==> src/rtl/fuel_pump_ctrl.sv <==
// Fuel-pump immobiliser: arms on ignition+switch+pedal, primes for a bounded
// window awaiting engine_run, and locks out after repeated failed ignitions.
module fuel_pump_ctrl #(
  parameter int PRIME_CYCLES = 4,
  parameter int MAX_TRIES    = 3,
  parameter int LOCK_CYCLES  = 8,
  localparam int CNT_MAX     = (PRIME_CYCLES > LOCK_CYCLES) ? PRIME_CYCLES : LOCK_CYCLES,
  localparam int CW          = $clog2(CNT_MAX + 1),
  localparam int TW          = $clog2(MAX_TRIES + 1)
) (
  input  logic          clock,
  input  logic          reset,
  input  logic          ignition,
  input  logic          switch,
  input  logic          pedal,
  input  logic          engine_run,
  output logic          status,
  output logic [1:0]    state,
  output logic          locked,
  output logic [TW-1:0] tries
);

  localparam logic [1:0] ST_OFF     = 2'd0;
  localparam logic [1:0] ST_PRIME   = 2'd1;
  localparam logic [1:0] ST_RUN     = 2'd2;
  localparam logic [1:0] ST_LOCKOUT = 2'd3;

  logic [1:0]    state_q, state_d;
  logic [CW-1:0] cnt_q, cnt_d;
  logic [TW-1:0] tries_q, tries_d;
  logic          ign_prev_q, ign_prev_d;
  logic          arm;
  logic          ign_rise;

  assign arm      = ignition & switch & pedal;
  assign ign_rise = ignition & ~ign_prev_q;

  always_comb begin
    state_d    = state_q;
    cnt_d      = cnt_q;
    tries_d    = tries_q;
    ign_prev_d = ignition;
    case (state_q)
      ST_OFF: begin
        // Arming takes precedence, so a rising edge that arms is never a failure.
        if (arm) begin
          state_d = ST_PRIME;
          cnt_d   = CW'(PRIME_CYCLES - 1);
          tries_d = '0;
        end else if (ign_rise) begin
          if (tries_q == TW'(MAX_TRIES - 1)) begin
            state_d = ST_LOCKOUT;
            cnt_d   = CW'(LOCK_CYCLES - 1);
            tries_d = '0;
          end else begin
            tries_d = tries_q + TW'(1);
          end
        end
      end
      ST_PRIME: begin
        if (!ignition) begin
          state_d = ST_OFF;
        end else if (engine_run) begin
          state_d = ST_RUN;
        end else if (cnt_q == '0) begin
          state_d = ST_OFF;
        end else begin
          cnt_d = cnt_q - CW'(1);
        end
      end
      ST_RUN: begin
        // A stall drops straight to OFF; the driver must re-arm.
        if (!ignition || !engine_run) begin
          state_d = ST_OFF;
        end
      end
      ST_LOCKOUT: begin
        tries_d = '0;
        if (cnt_q == '0) begin
          state_d = ST_OFF;
        end else begin
          cnt_d = cnt_q - CW'(1);
        end
      end
      default: begin
        state_d = ST_OFF;
      end
    endcase
  end

  always_ff @(posedge clock or posedge reset) begin
    if (reset) begin
      state_q    <= ST_OFF;
      cnt_q      <= '0;
      tries_q    <= '0;
      ign_prev_q <= 1'b0;
    end else begin
      state_q    <= state_d;
      cnt_q      <= cnt_d;
      tries_q    <= tries_d;
      ign_prev_q <= ign_prev_d;
    end
  end

  assign status = (state_q == ST_PRIME) | (state_q == ST_RUN);
  assign locked = (state_q == ST_LOCKOUT);
  assign state  = state_q;
  assign tries  = tries_q;

endmodule

==> config.mk <==
export PLATFORM = sky130hd
export DESIGN_NAME = fuel_pump_ctrl
export DESIGN_NICKNAME = d
export VERILOG_FILES = /design/src/rtl/fuel_pump_ctrl.sv
export SDC_FILE = /design/constraint.sdc
export NUM_CORES = 1
export LEC_CHECK = 0
export ABC_AREA = 1
export CORE_MARGIN = 4
export CORE_UTILIZATION = 45
export DETAILED_ROUTE_END_ITERATION = 16
export GPL_ROUTABILITY_DRIVEN = 0
export GPL_TIMING_DRIVEN = 0
export MAX_ROUTING_LAYER = met4
export PLACE_DENSITY_LB_ADDON = 0.12
export SLEW_MARGIN = 5
export SYNTH_ARGS = -nofsm -noshare
export SYNTH_HDL_FRONTEND = slang
export SYNTH_SLANG_ARGS = --single-unit
==> constraint.sdc <==
create_clock -name clock -period 1.3 [get_ports clock]
set_input_delay 0.26 -clock clock [delete_from_list [all_inputs] [get_ports clock]]
set_output_delay 0.26 -clock clock [all_outputs]
set_load 0.02 [all_outputs]
# --- Word level (Yosys, flattened, before mapping) ---
# Cells that the tools add are included.
# W data, S select, Z words.
word_totals:
  regBits: 9
  input_bits: 6
  elab_cells: 49
  out_inout_bits: 6
op_classes:
  addsub: 2
  eq_ne: 9
  n_reduce_logical: 10
  mux: 19
  n_bitwise: 5
op_table:
  columns: ["cell", "count"]
  rows:
  - ["$mux W4", 6]
  - ["$mux W2", 10]
  - ["$pmux W4 S3", 1]
  - ["$pmux W2 S4", 1]
  - ["$eq A2 B2 Y1 const B", 3]
  - ["$ne A2 B2 Y1 const B", 3]
  - ["$ne A3 B3 Y1 const B", 2]
  - ["$reduce_and A5 Y1", 1]
  - ["$logic_not A4 Y1", 1]
  - ["$pmux W2 S2", 1]
  - ["$sub A4 B1 Y4 const B", 1]
  - ["$and A1 B1 Y1", 3]
  - ["$reduce_and A3 Y1", 1]
  - ["$reduce_bool A3 Y1", 1]
  - ["$add A2 B1 Y2 const B", 1]
  - ["$eq A2 B1 Y1 const B", 1]
  - ["$logic_not A1 Y1", 2]
  - ["$logic_not A2 Y1", 1]
  - ["$reduce_and A2 Y1", 1]
  - ["$reduce_bool A2 Y1", 1]
  - ["$logic_or A1 B1 Y1", 1]
  - ["$not A1 Y1", 1]
  - ["$or A1 B1 Y1", 1]

# --- Logic depth before layout (Yosys ltp) ---
# Gate-level depths: netlist of the first run.
logic_depth:
  word_depth: 5
  mapped_depth: 9
  mapped_depth_nobuf: 9

# --- Worst setup path before layout of the first run ---
# No wires, ideal clock.
synth_path:
  path_kind: "register -> register"
  start: "reg state_q[0] (netlist: state[0])"
  end: "reg cnt_q[2]"
  path_buffers: 0
  setup_time_ns: 0.123
  path_stages_with_launch: 9
  required_ns: 1.177
  synth_period_minus_slack_ns: 1.486
  setup_slack_ns: -0.186
  arrival_ns: 1.363
  cell_sequence: "dfrtp_1 -> ha_1 -> inv_1 -> nand2_1 -> inv_1 -> nand2_1 -> o21ai_0 -> nand2_1 -> nand2_1"
synth_between:
  elab_chain_len: 3
  word_cells_on_any_way: 10
  classes_between: "6 x eq/ne; 1 x mux; 3 x reduce/logical"
synth_rtl:
  columns: ["item", "line", "source"]
  rows:
  - ["from (decl)", "28", "logic [1:0] state_q, state_d;"]
  - ["from (signal assigned)", "98", "state_q <= state_d;"]
  - ["$eq A2 B2 Y1 *", null, null]
  - ["named net locked", "19", "output logic locked,"]
  - ["$reduce_bool A3 Y1 (no source line)", null, null]
  - ["$reduce_and A5 Y1 (no source line)", null, null]
  - ["to (signal assigned)", "99", "cnt_q <= cnt_d;"]
  - ["to (decl)", "29", "logic [CW-1:0] cnt_q, cnt_d;"]
# Mark *: on every way through the listed nets, which the timed path passes. The rest lies on a longest branch.
# A chain may end at the register's enable or synchronous reset.

# --- Final worst setup path of the first run ---
layout_path:
  start: "reg state_q[1] (netlist: state[1])"
  end: "out locked"
layout_between:
  elab_chain_len: 1
layout_rtl:
  columns: ["item", "line", "source"]
  rows:
  - ["$eq A2 B2 Y1", "106", "assign locked = (state_q == ST_LOCKOUT);"]
  - ["to (decl)", "19", null]
# No other way between the ends.

==> results of run 1 <==
[worst paths after layout]
path,slack (ns),endpoint,cells past startpoint
max,-0.11,locked,3
min reg2reg,0.51,cnt_q[0],2
max in group asynchronous,0.77,state[1],2
max reg2reg,-0.08,state[0],9
min in group clock,0.41,ign_prev_q,1
min,0.25,cnt_q[2],2
[synthesized netlist by cell type]
library cell  number  area (um^2)
xnor2_1            1        8.760
o21ai_1            1        5.000
nor2_2             1        6.260
nor2_4             3        33.78
ha_1               6        75.07
nand2_1           31        116.4
nand3_4            1        17.52
inv_1             15        56.30
a21oi_1            1        5.000
nand4_1            3        18.77
o21ai_0            7        35.03
nand3_2            1        10.01
inv_2              1        3.750
nand3_1            9        45.04
nand2_2            1        6.260
dfrtp_1            9        225.2
nor2_1             3        11.26
[per-layer routing]
metal | track usage | part of all wire | vias to the layer above
met2 | 0.2927 | 0.49 | 23
met1 | 0.2042 | 0.42 | 311
li1 | - | - | 344
met4 | 0.06630 | 0.021 | 0
met3 | 0.05747 | 0.065 | 4
met5 | - | 0 | -
[through the flow]
stage	setup WS, ns	hold slack [ns]	setup TNS [ns]
finish	-0.1133	0.2504	-0.4558
global route	-0.1466	0.2888	-0.9688
CTS	-0.1260	0.2638	-0.3290
detailed placement	-0.3678	0.5171	-3.356
global placement	-0.3509	0.5093	-3.083
floorplan	-0.01653	0.08778	-0.01653
[cell type report]
type                       instances  share of cell area
sequential                         9              0.2286
multi-input combinational         69              0.4661
clock buffer                       4             0.02638
inverter                          16             0.06533
tap                               15             0.01884
timing repair buffer              20              0.1947
[repair_timing]
action | 4_1_cts | 5_1_grt
setup endpoints to repair | 14 | 12
gates resized for setup | 30 | 25
setup buffers | 7 | 2
pin swaps | 3 | 5
[layout by cell type (no fill, tap or decap)]
cell,synthesis,layout
dlygate4sd2_1,0,1
nor2_4,3,4
inv_1,15,11
nand3_4,1,1
nand2_2,1,3
dfrtp_1,9,7
a21oi_1,1,1
nand2_4,0,1
nand4_1,3,3
buf_2,0,1
inv_2,1,3
buf_4,0,4
ha_4,0,4
xnor2_1,1,1
o21ai_0,7,2
nand2_1,31,28
nor2_1,3,2
inv_4,0,2
nand3_1,9,9
nand3_2,1,1
clkbuf_1,0,1
clkdlybuf4s50_1,0,4
o21ai_1,1,6
clkdlybuf4s15_1,0,2
dfrtp_2,0,2
clkbuf_4,0,3
nor2_2,1,1
buf_6,0,8
ha_1,6,2
[report_power, final]
part / leakage, uW / total, uW / switching [uW] / internal (uW)
Sequential: 0.000108 / 564 / 146 / 418
Clock: 0.0000150 / 222 / 103 / 119
Combinational: 0.000369 / 1890 / 1030 / 866
Total: 0.000492 / 2680 / 1270 / 1400
[kinds of logic after synthesis]
logic type | Yosys count | synth area share
AO/OA/AOI/OAI | 9 | 0.06628
AND/OR/NAND/NOR | 53 | 0.3904
buffers and inverters | 16 | 0.08839
adder cells (fa/ha/maj) | 6 | 0.1105
flip-flops | 9 | 0.3315
XOR/XNOR | 1 | 0.01289
[sequential cells by signal (all words and copies together) (netlist names)]
signal / count
ign_prev_q: 1
tries: 2
state: 2
cnt_q: 4
==> impl_metrics.json, run 1 <==
{
  "status": "complete, but fails checks",
  "violations": "setup timing",
  "ys_types": 17,
  "syn-num-nets": 106,
  "place_inst": 120,
  "ys_seq_elements": 9,
  "crit_required_ns": 1.04,
  "slew_headroom": 0.7674,
  "rsz0062_at_grt": "true",
  "instances_no_fill": 133,
  "grt_pass1_vias": 631,
  "grt-ovfl-total": 0,
  "insertion_delay_ns": 0.27,
  "grt_pass1_wl_um": 2642,
  "clock_sinks": 9,
  "layout-drive-gt1-share": 0.3220,
  "via_per_inst": 5.128,
  "vias": 682,
  "routed_wirelength_um": 1703,
  "crit_type": "register to output pin",
  "dp_hpwl_um": 1083,
  "leakagePower_uw": 0.0004920,
  "fin_ws_ns": -0.1133,
  "cp_max_fo": 4,
  "crit_top_cell": "buf_6",
  "dpl-instance-area_um2": 813.3,
  "die_h_um": 46.86,
  "netlist_instances": 94,
  "p_total_uw": 2677,
  "htreeDepth": 1,
  "drt_iter0_drc": 15,
  "ir_worst_vdd_v": 0.001787,
  "start_kind": "register",
  "worstPathArrival_ns": 1.15,
  "seq_area_um2": 227.7,
  "start_util": 0.4973,
  "min_path_type": "primary input to async pin",
  "maxCapViolCount": 0,
  "cts_tree": "yes",
  "critPathBufInv": 2,
  "grt_max_degree": 10,
  "post-route-util": 0.7289,
  "final-setup-viol-count": 10,
  "power_density_mw_per_mm2": 2688,
  "worst_pin_slew_ns": 0.3486,
  "clock.fmax_mhz": 707.6,
  "fin_area_um2": 996.0,
  "finalCritPeriodShare": 1.087,
  "crit_start": "state[1]",
  "dr.pass1.iters": 4,
  "die_w_um": 46.86,
  "antenna_found_initial": 0,
  "multiInputGateArea_um2": 464.2,
  "num_rows": 13,
  "fillers": 111,
  "crit_chain": "buf_6, ha_4, buf_6",
  "worst_path_largest_cell_delay_ns": 0.46,
  "grt_usage": 0.1795,
  "post_drt_wl_per_cell_um": 12.80,
  "rr_startpoint": "state[1]",
  "antenna_left": 0,
  "syn_to_final_growth_pct": 46.59,
  "ios": 12,
  "io_buffers": 11,
  "period_needed_ns": 1.413,
  "clockBufferDepth": 2,
  "drv_slew": 0,
  "critPathTopFamily": "flip-flops",
  "diodes": 0,
  "hold_violations": 0,
  "fin_nets": 131,
  "drc": 0,
  "coreArea_mm2": 0.001366,
  "ctsHoldBuffers": 0,
  "cts_buffers": 3,
  "synth-seq-area-share": 0.3315,
  "root_buffer": "clkbuf_4",
  "synth_area_um2": 679.4,
  "cp_slowest_cell": "dfrtp_2",
  "clk_pin_slew_worst_paths_ns": 0.06,
  "crit_path_end_kind": "output pin",
  "die_area_mm2": 0.002195,
  "yosys_warnings": 0,
  "clock_skew_ns": 0.0006760,
  "synth.avg_cell_area_um2": 7.228
}
(Power assumes the default switching activity.)
==> run 2, diff against run 1 <==
- CORE_UTILIZATION: 45 -> 40
==> impl_metrics.json, run 2 (same netlist as run 1, synthesis figures left out) <==
{
  "post-route-util": 0.6356,
  "clock.fmax_mhz": 714.6,
  "top_register": "cnt_q",
  "period_needed_ns": 1.399,
  "rr_startpoint": "state[0]",
  "crit_required_ns": 1.04,
  "crit_chain": "buf_6, ha_4, buf_6",
  "cts_buffers": 3,
  "maxCapViolCount": 0,
  "cp_max_fo": 4,
  "place_inst": 121,
  "leakagePower_uw": 0.0004940,
  "die_h_um": 49.21,
  "root_buffer": "clkbuf_4",
  "diodes": 0,
  "finalCritPeriodShare": 1.076,
  "clock_skew_ns": 0.004115,
  "finalSetupTns_ns": -0.2647,
  "htreeDepth": 1,
  "status": "complete, but fails checks",
  "final-setup-viol-count": 8,
  "grt_max_degree": 10,
  "dp_hpwl_um": 1079,
  "worst_pin_slew_ns": 0.3421,
  "num_rows": 14,
  "dpl-instance-area_um2": 814.5,
  "violations": "setup timing",
  "fin_area_um2": 991.0,
  "cts_tree": "yes",
  "largest_reg_flops": 4,
  "coreArea_mm2": 0.001559,
  "crit_top_cell": "buf_6",
  "instances_no_fill": 136,
  "clockBufferDepth": 2,
  "via_per_inst": 5.169,
  "fin_nets": 133,
  "grt_usage": 0.1472,
  "start_kind": "register",
  "clock_sinks": 9,
  "critPathTopFamily": "flip-flops",
  "grt_pass1_vias": 577,
  "drt_iter0_drc": 15,
  "antenna_left": 0,
  "die_area_mm2": 0.002422,
  "antenna_found_initial": 0,
  "worstPathArrival_ns": 1.14,
  "ctsHoldBuffers": 0,
  "p_total_uw": 2720,
  "clk_pin_slew_worst_paths_ns": 0.06,
  "vias": 703,
  "drc": 0,
  "rsz0062_at_grt": "true",
  "min_path_type": "primary input to async pin",
  "grt-ovfl-total": 0,
  "slew_headroom": 0.7717,
  "post_drt_wl_per_cell_um": 12.59,
  "multiInputGateArea_um2": 464.2,
  "critPathBufInv": 2,
  "cp_slowest_cell": "dfrtp_2",
  "fin_ws_ns": -0.09939,
  "routed_wirelength_um": 1712,
  "syn_to_final_growth_pct": 45.86,
  "hold_violations": 0,
  "fillers": 139,
  "layout-drive-gt1-share": 0.3833,
  "crit_type": "register to output pin",
  "drv_slew": 0,
  "final_common_cell": "nand2_1",
  "grt_pass1_wl_um": 2649,
  "ios": 12,
  "start_util": 0.4358,
  "worst_path_largest_cell_delay_ns": 0.45,
  "crit_path_end_kind": "output pin",
  "mostFrequentLayoutCells": "28 x nand2_1, 10 x inv_1, 9 x nand3_1",
  "power_density_mw_per_mm2": 2745,
  "die_w_um": 49.21,
  "io_buffers": 11,
  "ir_worst_vdd_v": 0.001311,
  "dr.pass1.iters": 4,
  "insertion_delay_ns": 0.26,
  "crit_start": "state[0]",
  "seq_area_um2": 227.7
}
run 2: cell count changes in the layout (fill, tap and decap cells not counted), moves of 2 or more:
cell     delta
buf_4       +4
o21ai_0     -2
ha_2        +3
ha_4        -2
inv_2       +2
buf_6       -3
run 2: layout make-up:
type | count | area share
inverters | 16 | 0.06313
well taps | 16 | 0.02020
multi-input cells | 69 | 0.4684
flip-flops and latches | 9 | 0.2298
clock buffers | 4 | 0.02652
repair buffers | 22 | 0.1919
run 2: per-layer routing:
layer,wire [um],track usage,part of all wire,vias to the layer above
met5,0,-,0,-
met4,30,0.02844,0.018,0
met3,76,0.05505,0.044,4
met2,852,0.2254,0.50,18
met1,753,0.1847,0.44,332
li1,-,-,-,349
run 2: timing repair:
| item | in CTS | in global routing |
|---|---|---|
| buffers inserted | 7 | 4 |
| pin swaps | 5 | 4 |
| endpoints found under the setup margin | 13 | 12 |
| resized for setup | 36 | 21 |
run 2: power by group:
part	total, uW	switching, uW	internal (uW)
Combinational	1940	1060	885
Clock	216	97.4	118
Sequential	560	142	418
Total	2720	1300	1420
run 2: per-stage QoR:
| step | hold WS (ns) | worst slack, ns |
|---|---|---|
| after CTS | 0.2607 | -0.1245 |
| after detailed placement | 0.5294 | -0.3464 |
| after global placement | 0.5139 | -0.3531 |
| final | 0.2540 | -0.09939 |
| after floorplan | 0.08778 | -0.01653 |
| after global routing | 0.2891 | -0.1331 |
run 2: worst register-to-register path, stage by stage (launching register included):
cell     delay, ns
dfrtp_2       0.45
inv_4         0.09
ha_4          0.16
nand2_4       0.06
nor2_4        0.23
nor2_4        0.08
inv_2         0.07
nand2_1       0.06
nand2_1       0.06
run 2: worst paths after layout:
check                             end  slack, ns  depth (start not counted)
max                            locked       -0.1                          3
min                          cnt_q[3]       0.25                          2
max reg2reg                  state[1]      -0.02                          8
min reg2reg                  cnt_q[0]       0.52                          2
max in group asynchronous    state[0]       0.77                          2
min in group clock         ign_prev_q       0.42                          1
